### src/rtl/prefix_pkg.sv
// Shared types and helpers for the pipelined Kogge-Stone prefix carry network.
package prefix_pkg;

  // One (generate, propagate) pair, either per-bit or for a group of bits.
  typedef struct packed {
    logic g;
    logic p;
  } gp_pair;

  // Prefix combine: hi covers the more significant span, lo the span just below it.
  function automatic gp_pair gp_combine(input gp_pair hi, input gp_pair lo);
    gp_pair res;
    res.g = hi.g | (hi.p & lo.g);
    res.p = hi.p & lo.p;
    return res;
  endfunction

  // Number of prefix levels (one per register stage) for a given operand width.
  function automatic int prefix_levels(input int width);
    return $clog2(width);
  endfunction

endpackage

### src/rtl/prefix_black_cell.sv
// Combinational Kogge-Stone black cell: res = hi o lo.
module prefix_black_cell
  import prefix_pkg::*;
(
  input  gp_pair hi,
  input  gp_pair lo,
  output gp_pair res
);

  assign res = gp_combine(hi, lo);

endmodule

### src/rtl/prefix_carry_pipe.sv
// Pipelined Kogge-Stone carry network with sum stage. One prefix level per
// register stage, globally stalled valid/ready handshake on both sides.
module prefix_carry_pipe
  import prefix_pkg::*;
#(
  parameter int WIDTH = 16
) (
  input  logic             clk,
  input  logic             rst,
  input  logic             in_valid,
  output logic             in_ready,
  input  logic [WIDTH-1:0] g_in,
  input  logic [WIDTH-1:0] p_in,
  input  logic             cin,
  output logic             out_valid,
  input  logic             out_ready,
  output logic [WIDTH-1:0] sum,
  output logic             cout,
  output logic             ovf
);

  localparam int LEVELS = prefix_levels(WIDTH);

  // Stage registers, indexed by stage number: index 0 is the capture stage,
  // index LEVELS holds finished carries.
  logic [LEVELS:0]  vld_p;
  logic [LEVELS:0]  cin_p;
  logic [WIDTH-1:0] g_p      [LEVELS+1];
  logic [WIDTH-1:0] p_grp_p  [LEVELS+1];
  logic [WIDTH-1:0] p_orig_p [LEVELS+1];

  // Combinational result of each prefix level, feeding the next stage register.
  logic [WIDTH-1:0] g_nxt [1:LEVELS];
  logic [WIDTH-1:0] p_nxt [1:LEVELS];

  logic adv;

  // A single stall signal freezes the whole pipe, so bubbles keep their slots.
  assign adv      = !vld_p[LEVELS] | out_ready;
  assign in_ready = adv;

  for (genvar k = 1; k <= LEVELS; k++) begin : g_lvl
    localparam int D = 1 << (k - 1);
    for (genvar i = 0; i < WIDTH; i++) begin : g_bit
      if (i >= D) begin : g_cell
        gp_pair hi;
        gp_pair lo;
        gp_pair res;
        assign hi.g = g_p[k-1][i];
        assign hi.p = p_grp_p[k-1][i];
        assign lo.g = g_p[k-1][i-D];
        assign lo.p = p_grp_p[k-1][i-D];
        prefix_black_cell u_cell (
          .hi  (hi),
          .lo  (lo),
          .res (res)
        );
        assign g_nxt[k][i] = res.g;
        assign p_nxt[k][i] = res.p;
      end else begin : g_copy
        // Spans below the level distance are already complete; pass through.
        assign g_nxt[k][i] = g_p[k-1][i];
        assign p_nxt[k][i] = p_grp_p[k-1][i];
      end
    end
  end

  // Stage register update: reset clears everything, otherwise shift on adv.
  always_ff @(posedge clk) begin
    if (rst) begin
      for (int k = 0; k <= LEVELS; k++) begin
        vld_p[k]    <= 1'b0;
        cin_p[k]    <= 1'b0;
        g_p[k]      <= '0;
        p_grp_p[k]  <= '0;
        p_orig_p[k] <= '0;
      end
    end else if (adv) begin
      // p0: fold cin into bit 0 so G[i] becomes the true carry out of bit i
      vld_p[0]    <= in_valid;
      cin_p[0]    <= cin;
      g_p[0]      <= {g_in[WIDTH-1:1], g_in[0] | (p_in[0] & cin)};
      p_grp_p[0]  <= p_in;
      p_orig_p[0] <= p_in;
      // p1..pLEVELS: one prefix level per stage
      for (int k = 1; k <= LEVELS; k++) begin
        vld_p[k]    <= vld_p[k-1];
        cin_p[k]    <= cin_p[k-1];
        g_p[k]      <= g_nxt[k];
        p_grp_p[k]  <= p_nxt[k];
        p_orig_p[k] <= p_orig_p[k-1];
      end
    end
  end

  // Output stage: carries are final, only XOR logic after the last register.
  assign out_valid = vld_p[LEVELS];
  assign sum       = p_orig_p[LEVELS] ^ {g_p[LEVELS][WIDTH-2:0], cin_p[LEVELS]};
  assign cout      = g_p[LEVELS][WIDTH-1];
  assign ovf       = g_p[LEVELS][WIDTH-1] ^ g_p[LEVELS][WIDTH-2];

  // Group propagate of the final stage has no consumer.
  logic unused_grp_p;
  assign unused_grp_p = ^p_grp_p[LEVELS];

endmodule

### config.mk
export PLATFORM = sky130hd
export DESIGN_NAME = prefix_carry_pipe
export DESIGN_NICKNAME = d
export VERILOG_FILES = /design/src/rtl/prefix_pkg.sv /design/src/rtl/prefix_black_cell.sv /design/src/rtl/prefix_carry_pipe.sv
export SDC_FILE = /design/constraint.sdc
export NUM_CORES = 1
export LEC_CHECK = 0
export CAP_MARGIN = 20
export CORE_UTILIZATION = 45
export DETAILED_ROUTE_END_ITERATION = 10
export GPL_ROUTABILITY_DRIVEN = 0
export SLEW_MARGIN = 20
export SYNTH_ARGS = -nofsm -noshare
export SYNTH_HDL_FRONTEND = slang
export SYNTH_SLANG_ARGS = --single-unit
### constraint.sdc
create_clock -name clk -period 22.2 [get_ports clk]
set_clock_uncertainty 0.2 [all_clocks]
set_input_delay 4.44 -clock clk [delete_from_list [all_inputs] [get_ports clk]]
set_output_delay 4.44 -clock clk [all_outputs]
set_load 0.05 [all_outputs]
# After elaboration in Yosys (flattened, before gate mapping)

Memory sizes are Yosys's and may differ from the RTL's.
Index checks and enable logic that the tools add are counted.

Add/sub/neg operators: 0
Multipliers: 0
Divide/modulo/power cells: 0
Magnitude comparators: 0
Equality and inequality tests: 0
Shift-type cells: 0
Multiplexer cells: 20
Bitwise gates (word level): 167
Reductions and logical operators: 1

Operator list:

| operator          | number |
|---|---|
| 16-bit 2-to-1 mux | 15 |
| 1-bit AND         | 99 |
| 1-bit OR          | 66 |
| 16-bit XOR        | 1 |
| 1-bit 2-to-1 mux  | 5 |
| 1-bit zero test   | 1 |
| 1-bit XOR         | 1 |

Bits in registers: 10
Latch bits: 0
Memory bits (writable): 240
Memory bits (read-only): 0
Input bits: 37
Logic and storage cells: 193
Memories kept: 3

Memory list:

| name     | words | bits a word | rd ports | clocked after Yosys merged registers in | wr ports | line                    | text |
|---|---|---|---|---|---|---|---|
| g_p      | 5     | 16          | 5        | 0                                       | 5        | prefix_carry_pipe.sv:28 | `logic [WIDTH-1:0] g_p [LEVELS+1];` |
| p_grp_p  | 5     | 16          | 4        | 0                                       | 5        | prefix_carry_pipe.sv:29 | `logic [WIDTH-1:0] p_grp_p [LEVELS+1];` |
| p_orig_p | 5     | 16          | 5        | 0                                       | 5        | prefix_carry_pipe.sv:30 | `logic [WIDTH-1:0] p_orig_p [LEVELS+1];` |

# Depth between registers and ports, before layout

Gate-level depths: netlist of the first run.

Depth in word-level cells: 6
Mapped depth: 5
Depth with buffers taken out: 3

# Hierarchy

A second synthesis of the first run with hierarchy kept.

Cell total of the unflattened synthesis: 609
Area, all modules: 10253.6 um^2

By module, submodules not included:

| module            | instances | cells each | area an instance (um^2) | seq. area each (um^2) |
|---|---|---|---|---|
| prefix_carry_pipe | 1         | 511        | 9517.9                  | 6356.1 |
| prefix_black_cell | 49        | 2          | 15.0                    | 0.0 |

# Worst setup path after synthesis of the first run

No wires, ideal clock.

Path type: input -> register
Start point: input rst
End point: memory g_p[0][0] (enable)
Library setup time: 0.589 ns
Arrival time: 9.503 ns
Required time: 21.411 ns
Slack: 11.908 ns
Cell stages on the path: 3
Path buffers: 2
Cell sequence: buf_2 > clkbuf_1 > nand2b_1

RTL lines:

| item            | line                    | text |
|---|---|---|
| start, declared | prefix_carry_pipe.sv:9  | `input logic rst,` |
| end, declared   | prefix_carry_pipe.sv:28 |  |

# Worst setup path after layout of the first run

Start point: input out_ready
End point: output in_ready

Word-level cells in the longest chain between the ends: 1

RTL lines:

| item            | line                    | text |
|---|---|---|
| start, declared | prefix_carry_pipe.sv:16 | `input logic out_ready,` |
| 1-bit OR        | prefix_carry_pipe.sv:39 | `assign adv = !vld_p[LEVELS] \| out_ready;` |
| end, declared   | prefix_carry_pipe.sv:11 | `output logic in_ready,` |

Every way passes these cells.

==> Flow_metrics.wiki, run 1 <==
{| class="wikitable"
! Metric !! Value
|-
| Result of the run || finished, final reports clean
|-
| Effective utilization at floorplan || 46.5%
|-
| Routed Wire Length || 14.4 mm
|-
| Total of hold buffers inserted after clock tree synthesis || 0
|-
| Placed wire-length estimate || 8.40 mm
|-
| WP data arrival || 6660 ps
|-
| Clock latency reported for the late side of the worst-skew pair || 480 ps
|-
| Main combinational cell family by area after synthesis || simple AND/OR/NAND/NOR gates
|-
| Number of buffers between clock root and the deepest sink || 3
|-
| Final WS setup || 10900 ps
|-
| Diode insertion count for antenna repair || 0
|-
| Maximum operating frequency || 0.0885 GHz
|-
| Synth Area in Compound Gates || 3.01%
|-
| Lkg Pwr || 3.83 nW
|-
| Slew of the pin with the lowest slew margin || 1110 ps
|-
| Xor/xnor cell area share of the yosys netlist || 1.69%
|-
| Final Max Slew Viols || 0
|-
| Crit start category || input pin
|-
| Antenna violations before repair || 0
|-
| Family with the most delay on the worst path || buffers and inverters
|-
| Syn_area_per_cell || 15.9 sq um
|-
| Number of search-and-repair iterations in the first detailed-routing pass || 4
|-
| Final design utilization || 53.3%
|-
| Die Height || 142 um
|-
| Number of resized instances in the post-cts repair step || 0
|-
| Unrepaired setup endpoints after global routing || no
|-
| H-tree depth || 1
|-
| WP buf/inv || 4
|-
| Max_cap viols || 0
|-
| Fill count || 1511
|-
| Max transition margin || 26.0%
|-
| Share of layout cells above drive strength 1 || 22.7%
|-
| Post-Synth Adder-Cell Area || 0%
|-
| Final critical delay including setup and external delays || 11300 ps
|-
| Gate Count Post-Synth || 555
|-
| First DRT Iteration DRCs || 443
|-
| Post-DRT Antenna Nets || 0
|-
| Share of the clock period used by the worst path after layout || 50.9%
|-
| Final nets || 632
|-
| Die Footprint || 20100 sq um
|-
| Largest stage delay on the critical path || 800 ps
|-
| Clock Sinks || 204
|-
| Mapped Area || 8810 sq um
|-
| Sequential-to-total area share from yosys stat || 68.4%
|-
| Critical path data required time || 17560 ps
|-
| Power per standard cell area || 79.7 nW/um^2
|-
| Cell repeated most along the worst path || sky130_fd_sc_hd__clkdlybuf4s50_1
|-
| Asr flop ratio synth || 0%
|-
| Clock-pin slew of the registers on the worst-case setup and hold paths || 60 ps
|-
| Top Ports || 57
|-
| Top fanout value on the critical path || 46
|-
| Post-Route Setup TNS || 0 ps
|-
| Via count of the first global-routing pass || 4493
|-
| CTS Root Buffer Type || sky130_fd_sc_hd__clkbuf_16
|-
| Yosys reg bits || 204
|-
| Endpoint type of the worst setup path || output pin
|-
| Proportion of synthesized area in mux cells || 0.795%
|-
| Number of remaining DRC errors || 0
|-
| Worst setup path class || input pin to output pin
|-
| Worst path slowest cell || sky130_fd_sc_hd__clkdlybuf4s50_1
|-
| Flip-flop cell with the highest count after synthesis || sky130_fd_sc_hd__edfxtp_1
|-
| Distinct cell type count after synthesis || 19
|-
| Via count || 4401
|-
| Routed via count divided by cell count || 5.07
|-
| Cell row count || 50
|-
| Core outline area || 19000 sq um
|-
| Post-Syn Nets || 592
|-
| Number of failing setup endpoints in the final timing report || 0
|-
| Final Hold Fails || 0
|-
| GR Overflow Total || 0
|-
| Critical-path cell list || clkdlybuf4s50_1, nor2b_4, buf_4, inv_1, clkdlybuf4s50_1
|-
| DR WL/cell || 16.5 um
|-
| Number of synthesized flops with an enable pin || 194
|-
| Number of buffers added by the clock tree synthesis step || 21
|-
| Peak ir drop on the vdd network || 0.0000505 V
|-
| Min-Delay Path Class || flop to flop
|-
| First-pass GRT wire length || 23.5 mm
|-
| Number of synthesis warnings || 0
|-
| Synthesis-to-layout area growth || 14.6%
|-
| Share of synthesized cell area in and, or, nand and nor gates || 22.6%
|-
| Die span in x || 142 um
|-
| Count of buffers inserted at the top-level ports || 56
|-
| Clock tree from TritonCTS || built
|-
| Total track usage || 14.8%
|-
| Setup bufs post-CTS || 0
|-
| Pin count of the biggest net entering global routing || 122
|-
| Setup slack after placement || 10930 ps
|}
[worst reg2reg max path: stages, from the launching register on]
cell and delay [ps]:
sky130_fd_sc_hd__dfxtp_1 360, sky130_fd_sc_hd__nor2b_4 140, sky130_fd_sc_hd__buf_4 290, sky130_fd_sc_hd__nand2b_4 470, sky130_fd_sc_hd__buf_4 830, sky130_fd_sc_hd__buf_4 960
[layer usage]
layer	global-route usage [%]	part of all wire, %
met1	20.5	47
met2	23.5	46
met3	2.50	3.8
met4	5.55	2.5
met5	0	0
[through the flow]
step | instance area [sq um] | instances | total power [mW] | hold WS, ps
6_report | 10100 | 868 | 0.805 | 283
5_1_grt | 10100 | 868 | 0.833 | 315
2_1_floorplan | 8810 | 555 | 0.471 | 225
3_5_place_dp | 9450 | 832 | 0.485 | 278
3_3_place_gp | 9450 | 832 | 0.485 | 268
4_1_cts | 10100 | 868 | 0.814 | 287
[synthesized netlist by cell type (7+ instances only)]
library cell | number | area, sq um
sky130_fd_sc_hd__a21oi_1 | 51 | 255
sky130_fd_sc_hd__and4b_1 | 14 | 140
sky130_fd_sc_hd__xor2_1 | 17 | 149
sky130_fd_sc_hd__edfxtp_1 | 194 | 5830
sky130_fd_sc_hd__nor3_2 | 70 | 701
sky130_fd_sc_hd__nor3b_2 | 30 | 375
sky130_fd_sc_hd__buf_2 | 30 | 150
sky130_fd_sc_hd__mux2i_1 | 7 | 70.1
sky130_fd_sc_hd__nand2_1 | 20 | 75.1
sky130_fd_sc_hd__nor3b_1 | 80 | 601
sky130_fd_sc_hd__dfxtp_1 | 10 | 200
sky130_fd_sc_hd__nand2b_1 | 10 | 62.6
sky130_fd_sc_hd__buf_6 | 12 | 135
[layout make-up]
cell class	count	area, sq um	share of cell area [%]
clock buffers	29	586	5.80
clock inverters	7	57.6	0.570
inverters	2	7.51	0.0743
multi-input cells	304	2480	24.6
flip-flops and latches	204	6030	59.7
well taps	260	325	3.22
repair buffers	62	613	6.07
[flip-flops by register name, indices dropped and copies added (netlist names)]
name	count
p_grp_p	53
p_orig_p	61
cin_p	5
vld_p	5
g_p	80
[worst paths after layout]
kind | from | end | slack [ps] | cells past startpoint
setup / recovery | out_ready | in_ready | 10900 | 5
hold / removal | vld_p[3]$_SDFFE_PP0P_ | vld_p[4]$_SDFFE_PP0P_ | 280 | 2
setup reg to reg | vld_p[4]$_SDFFE_PP0P_ | p_grp_p[0][63]$_SDFFCE_PN0P_ | 18500 | 5
hold reg to reg | vld_p[3]$_SDFFE_PP0P_ | vld_p[4]$_SDFFE_PP0P_ | 280 | 2
[cell families after synthesis]
group	after synthesis
compound gates	53
xor+xnor	17
buf+inv	47
flops	204
mux	7
simple gates	227
[layout by cell type, fill, tap and decap left out]
master / netlist / routed
sky130_fd_sc_hd__edfxtp_1: 194 / 194
sky130_fd_sc_hd__nor3b_1: 80 / 80
sky130_fd_sc_hd__nor3_2: 70 / 70
sky130_fd_sc_hd__clkdlybuf4s50_1: 0 / 55
sky130_fd_sc_hd__a21oi_1: 51 / 51
sky130_fd_sc_hd__nor3b_2: 30 / 30
sky130_fd_sc_hd__clkbuf_16: 0 / 21
sky130_fd_sc_hd__nand2_1: 20 / 20
sky130_fd_sc_hd__xor2_1: 17 / 17
sky130_fd_sc_hd__and4b_1: 14 / 14
sky130_fd_sc_hd__dfxtp_1: 10 / 10
sky130_fd_sc_hd__nand2b_1: 10 / 9
sky130_fd_sc_hd__mux2i_1: 7 / 7
sky130_fd_sc_hd__clkbuf_1: 2 / 5
sky130_fd_sc_hd__buf_4: 1 / 5
sky130_fd_sc_hd__clkbuf_8: 0 / 4
sky130_fd_sc_hd__clkinv_2: 0 / 4
sky130_fd_sc_hd__inv_1: 2 / 2
sky130_fd_sc_hd__nand4bb_1: 2 / 2
sky130_fd_sc_hd__o21ai_0: 2 / 2
sky130_fd_sc_hd__clkinv_1: 0 / 2
sky130_fd_sc_hd__nor2b_4: 1 / 1
sky130_fd_sc_hd__nand2b_4: 0 / 1
sky130_fd_sc_hd__bufinv_16: 0 / 1
sky130_fd_sc_hd__buf_6: 12 / 1
[power by group]
| part | leakage [nW] | switching (mW) | internal, mW |
|---|---|---|---|
| clock | 0.319 | 0.133 | 0.195 |
| combinational | 1.09 | 0.0205 | 0.0176 |
| sequential | 2.42 | 0.00722 | 0.432 |
| total | 3.83 | 0.161 | 0.644 |
Note: power is estimated with default switching activity, not from simulation.
==> run 2, diff against run 1 <==
clock period = 11 ns   (was 22.2 ns; I/O delays follow)
==> run 2 against run 1 <==
Global-route usage barely moved. Routed wire length grew 0.34%. Critical path type unchanged. Combinational power up 110%. First-iteration DRC count shrank 25%. Clock power up 89%. Largest cell class unchanged. Final area down 0.20%. Via count increased by 0.77%. Setup slack lost 7100 ps. Core utilization down 0.11 points. Flip-flop and latch count stayed put. Critical path depth fell by 1. Worst hold slack lost 9.5 ps.
==> Flow_metrics.wiki, run 2 (synthesis results as in run 1) <==
{| class="wikitable"
! Metric !! Value
|-
| DR WL met3 || 508 um (-6.1%)
|-
| Unrepaired setup endpoints after global routing || no
|-
| Cell repeated most along the worst path || sky130_fd_sc_hd__clkdlybuf4s50_1
|-
| First-pass GRT wire length || 23.5 mm (-0.15%)
|-
| Clock tree from TritonCTS || built
|-
| Critical Path Sink || in_ready
|-
| Power per standard cell area || 157 nW/um^2 (+97%)
|-
| WP data arrival || 4760 ps (-1900 ps)
|-
| Registers with the highest flip-flop counts || g_p x80, p_orig_p x61, p_grp_p x53
|-
| Most common library cell in the layout ignoring fill and taps || sky130_fd_sc_hd__edfxtp_1
|-
| Number of search-and-repair iterations in the first detailed-routing pass || 4 (unchanged)
|-
| Highest layer used for signal routing || met4
|-
| Clock Sinks || 204 (unchanged)
|-
| Setup bufs post-CTS || 0 (unchanged)
|-
| Final WS setup || 3840 ps (-7060 ps)
|-
| DR WL/cell || 16.6 um (+0.34%)
|-
| Antenna violations before repair || 0 (unchanged)
|-
| Largest stage delay on the critical path || 820 ps (+20 ps)
|-
| Critical-path cell list || clkdlybuf4s50_1, nor2b_4, inv_1, clkdlybuf4s50_1
|-
| Endpoint type of the worst setup path || output pin
|-
| Routed via count divided by cell count || 5.11 (+0.77%)
|-
| Final nets || 631 (-0.16%)
|-
| R2R Path End || g_p[0][71]$_SDFFCE_PN0P_
|-
| GR Overflow Total || 0 (unchanged)
|-
| Wire length on met1 || 6.75 mm (-0.72%)
|-
| Origin of the critical flop-to-flop path || vld_p[4]$_SDFFE_PP0P_
|-
| Crit start category || input pin
|-
| Share of layout cells above drive strength 1 || 22.2% (-0.49 points)
|-
| Number of buffers between clock root and the deepest sink || 3 (unchanged)
|-
| Post-DRT Antenna Nets || 0 (unchanged)
|-
| H-tree depth || 1 (unchanged)
|-
| Top Ports || 57 (unchanged)
|-
| Number of resized instances in the post-cts repair step || 0 (unchanged)
|-
| Final Max Slew Viols || 0 (unchanged)
|-
| Total power of the final layout || 1.58 mW (+97%)
|-
| First DRT Iteration DRCs || 333 (-25%)
|-
| Peak ir drop on the vdd network || 0.0000896 V (+77%)
|-
| Worst path slowest cell || sky130_fd_sc_hd__clkdlybuf4s50_1
|-
| Cell total after placement || 830 (-0.24%)
|-
| Min-Delay Path Class || flop to flop
|-
| Number of buffers added by the clock tree synthesis step || 21 (unchanged)
|-
| Cell row count || 50 (unchanged)
|-
| Via count || 4435 (+0.77%)
|-
| Maximum operating frequency || 0.140 GHz
|-
| Final Hold Fails || 0 (unchanged)
|-
| Via count of the first global-routing pass || 4453 (-0.89%)
|-
| Post-Route Setup TNS || 0 ps (unchanged)
|-
| Diode insertion count for antenna repair || 0 (unchanged)
|-
| Max transition margin || 34.5% (+8.5 points)
|-
| Die span in x || 142 um (unchanged)
|-
| Synthesis-to-layout area growth || 14.4%
|-
| Top fanout value on the critical path || 38 (-17%)
|-
| Core outline area || 19000 sq um (unchanged)
|-
| Result of the run || finished, final reports clean
|-
| Total of hold buffers inserted after clock tree synthesis || 0 (unchanged)
|-
| Register-to-register path setup slack || 7890 ps (-10610 ps)
|-
| Slew of the pin with the lowest slew margin || 983 ps (-127 ps)
|-
| Worst setup path class || input pin to output pin
|-
| Number of failing setup endpoints in the final timing report || 0 (unchanged)
|-
| Total track usage || 14.8% (about the same)
|-
| Final std cells w/o fill || 868 (unchanged)
|-
| Max_cap viols || 0 (unchanged)
|-
| Crit. Startpoint || out_ready
|-
| Number of remaining DRC errors || 0 (unchanged)
|-
| Met2 Wirelength || 6.75 mm (+1.4%)
|-
| Routed Wire Length || 14.4 mm (+0.34%)
|-
| Lkg Pwr || 3.81 nW (-0.44%)
|-
| Pin count of the biggest net entering global routing || 155 (+27%)
|-
| Setup slack after placement || 3830 ps (-7100 ps)
|-
| Clock latency reported for the late side of the worst-skew pair || 480 ps (about the same)
|-
| Die Footprint || 20100 sq um (unchanged)
|-
| Post-Route Hold Slack || 274 ps (-9.48 ps)
|-
| Share of the clock period used by the worst path after layout || 65.1%
|-
| Die Height || 142 um (unchanged)
|-
| Final critical delay including setup and external delays || 7160 ps
|-
| Critical path data required time || 8600 ps (-8960 ps)
|-
| CTS Root Buffer Type || sky130_fd_sc_hd__clkbuf_16
|-
| Effective utilization at floorplan || 46.5% (unchanged)
|-
| Reg2reg path depth || 3 (-2)
|-
| Commonest non-fill, non-tap cells in the layout || 194 x sky130_fd_sc_hd__edfxtp_1, 80 x sky130_fd_sc_hd__nor3b_1, 70 x sky130_fd_sc_hd__nor3_2
|-
| Count of buffers inserted at the top-level ports || 56 (unchanged)
|-
| Clock-pin slew of the registers on the worst-case setup and hold paths || 60 ps (about the same)
|-
| Largest register FFs || 80 (unchanged)
|-
| Placed wire-length estimate || 8.57 mm (+2.0%)
|-
| Register name with the most flops || g_p
|}
run 2: stage by stage:
step / util (%) / area, sq um
after floorplan: - / 8810
after global placement: 49.8 / 9450
after detailed placement: 49.8 / 9450
after CTS: 53.0 / 10000
after global routing: 53.2 / 10100
final: 53.2 / 10100
run 2: report_power, final:
part | switching, mW | leakage, nW | internal, mW | total, mW
Combinational | 0.0418 | 1.09 | 0.0364 | 0.0782
Sequential | 0.0143 | 2.42 | 0.871 | 0.886
Clock | 0.264 | 0.299 | 0.357 | 0.621
Total | 0.320 | 3.81 | 1.26 | 1.58
run 2: worst min-delay path by stage:
stage                             to  slack (ps)             startpoint  cells past startpoint
2_1_floorplan  vld_p[4]$_SDFFE_PP0P_         230  vld_p[3]$_SDFFE_PP0P_                      2
3_3_place_gp   cin_p[2]$_SDFFE_PP0P_         270  cin_p[1]$_SDFFE_PP0P_                      2
3_5_place_dp   vld_p[4]$_SDFFE_PP0P_         260  vld_p[3]$_SDFFE_PP0P_                      2
4_1_cts        vld_p[4]$_SDFFE_PP0P_         270  vld_p[3]$_SDFFE_PP0P_                      2
5_1_grt        vld_p[4]$_SDFFE_PP0P_         280  vld_p[3]$_SDFFE_PP0P_                      2
6_report       vld_p[4]$_SDFFE_PP0P_         270  vld_p[3]$_SDFFE_PP0P_                      2
run 2: per-layer routing:
metal / up-vias / GRT usage (%)
met1: 2138 / 20.6
met4: 0 / 5.38
li1: 2184 / -
met5: - / 0
met3: 26 / 2.40
met2: 87 / 23.6
run 2: layout make-up:
type	count	area [sq um]
clock buffers	28	562
clock inverters	9	40.0
fillers	1561	8880
inverters	2	7.51
multi-input cells	304	2480
flip-flops and latches	204	6030
well taps	260	325
repair buffers	61	634
run 2: critical path: cells and delay by family:
kind,cells,cell delay (ps)
simple gates,1,780
buf+inv,3,1760
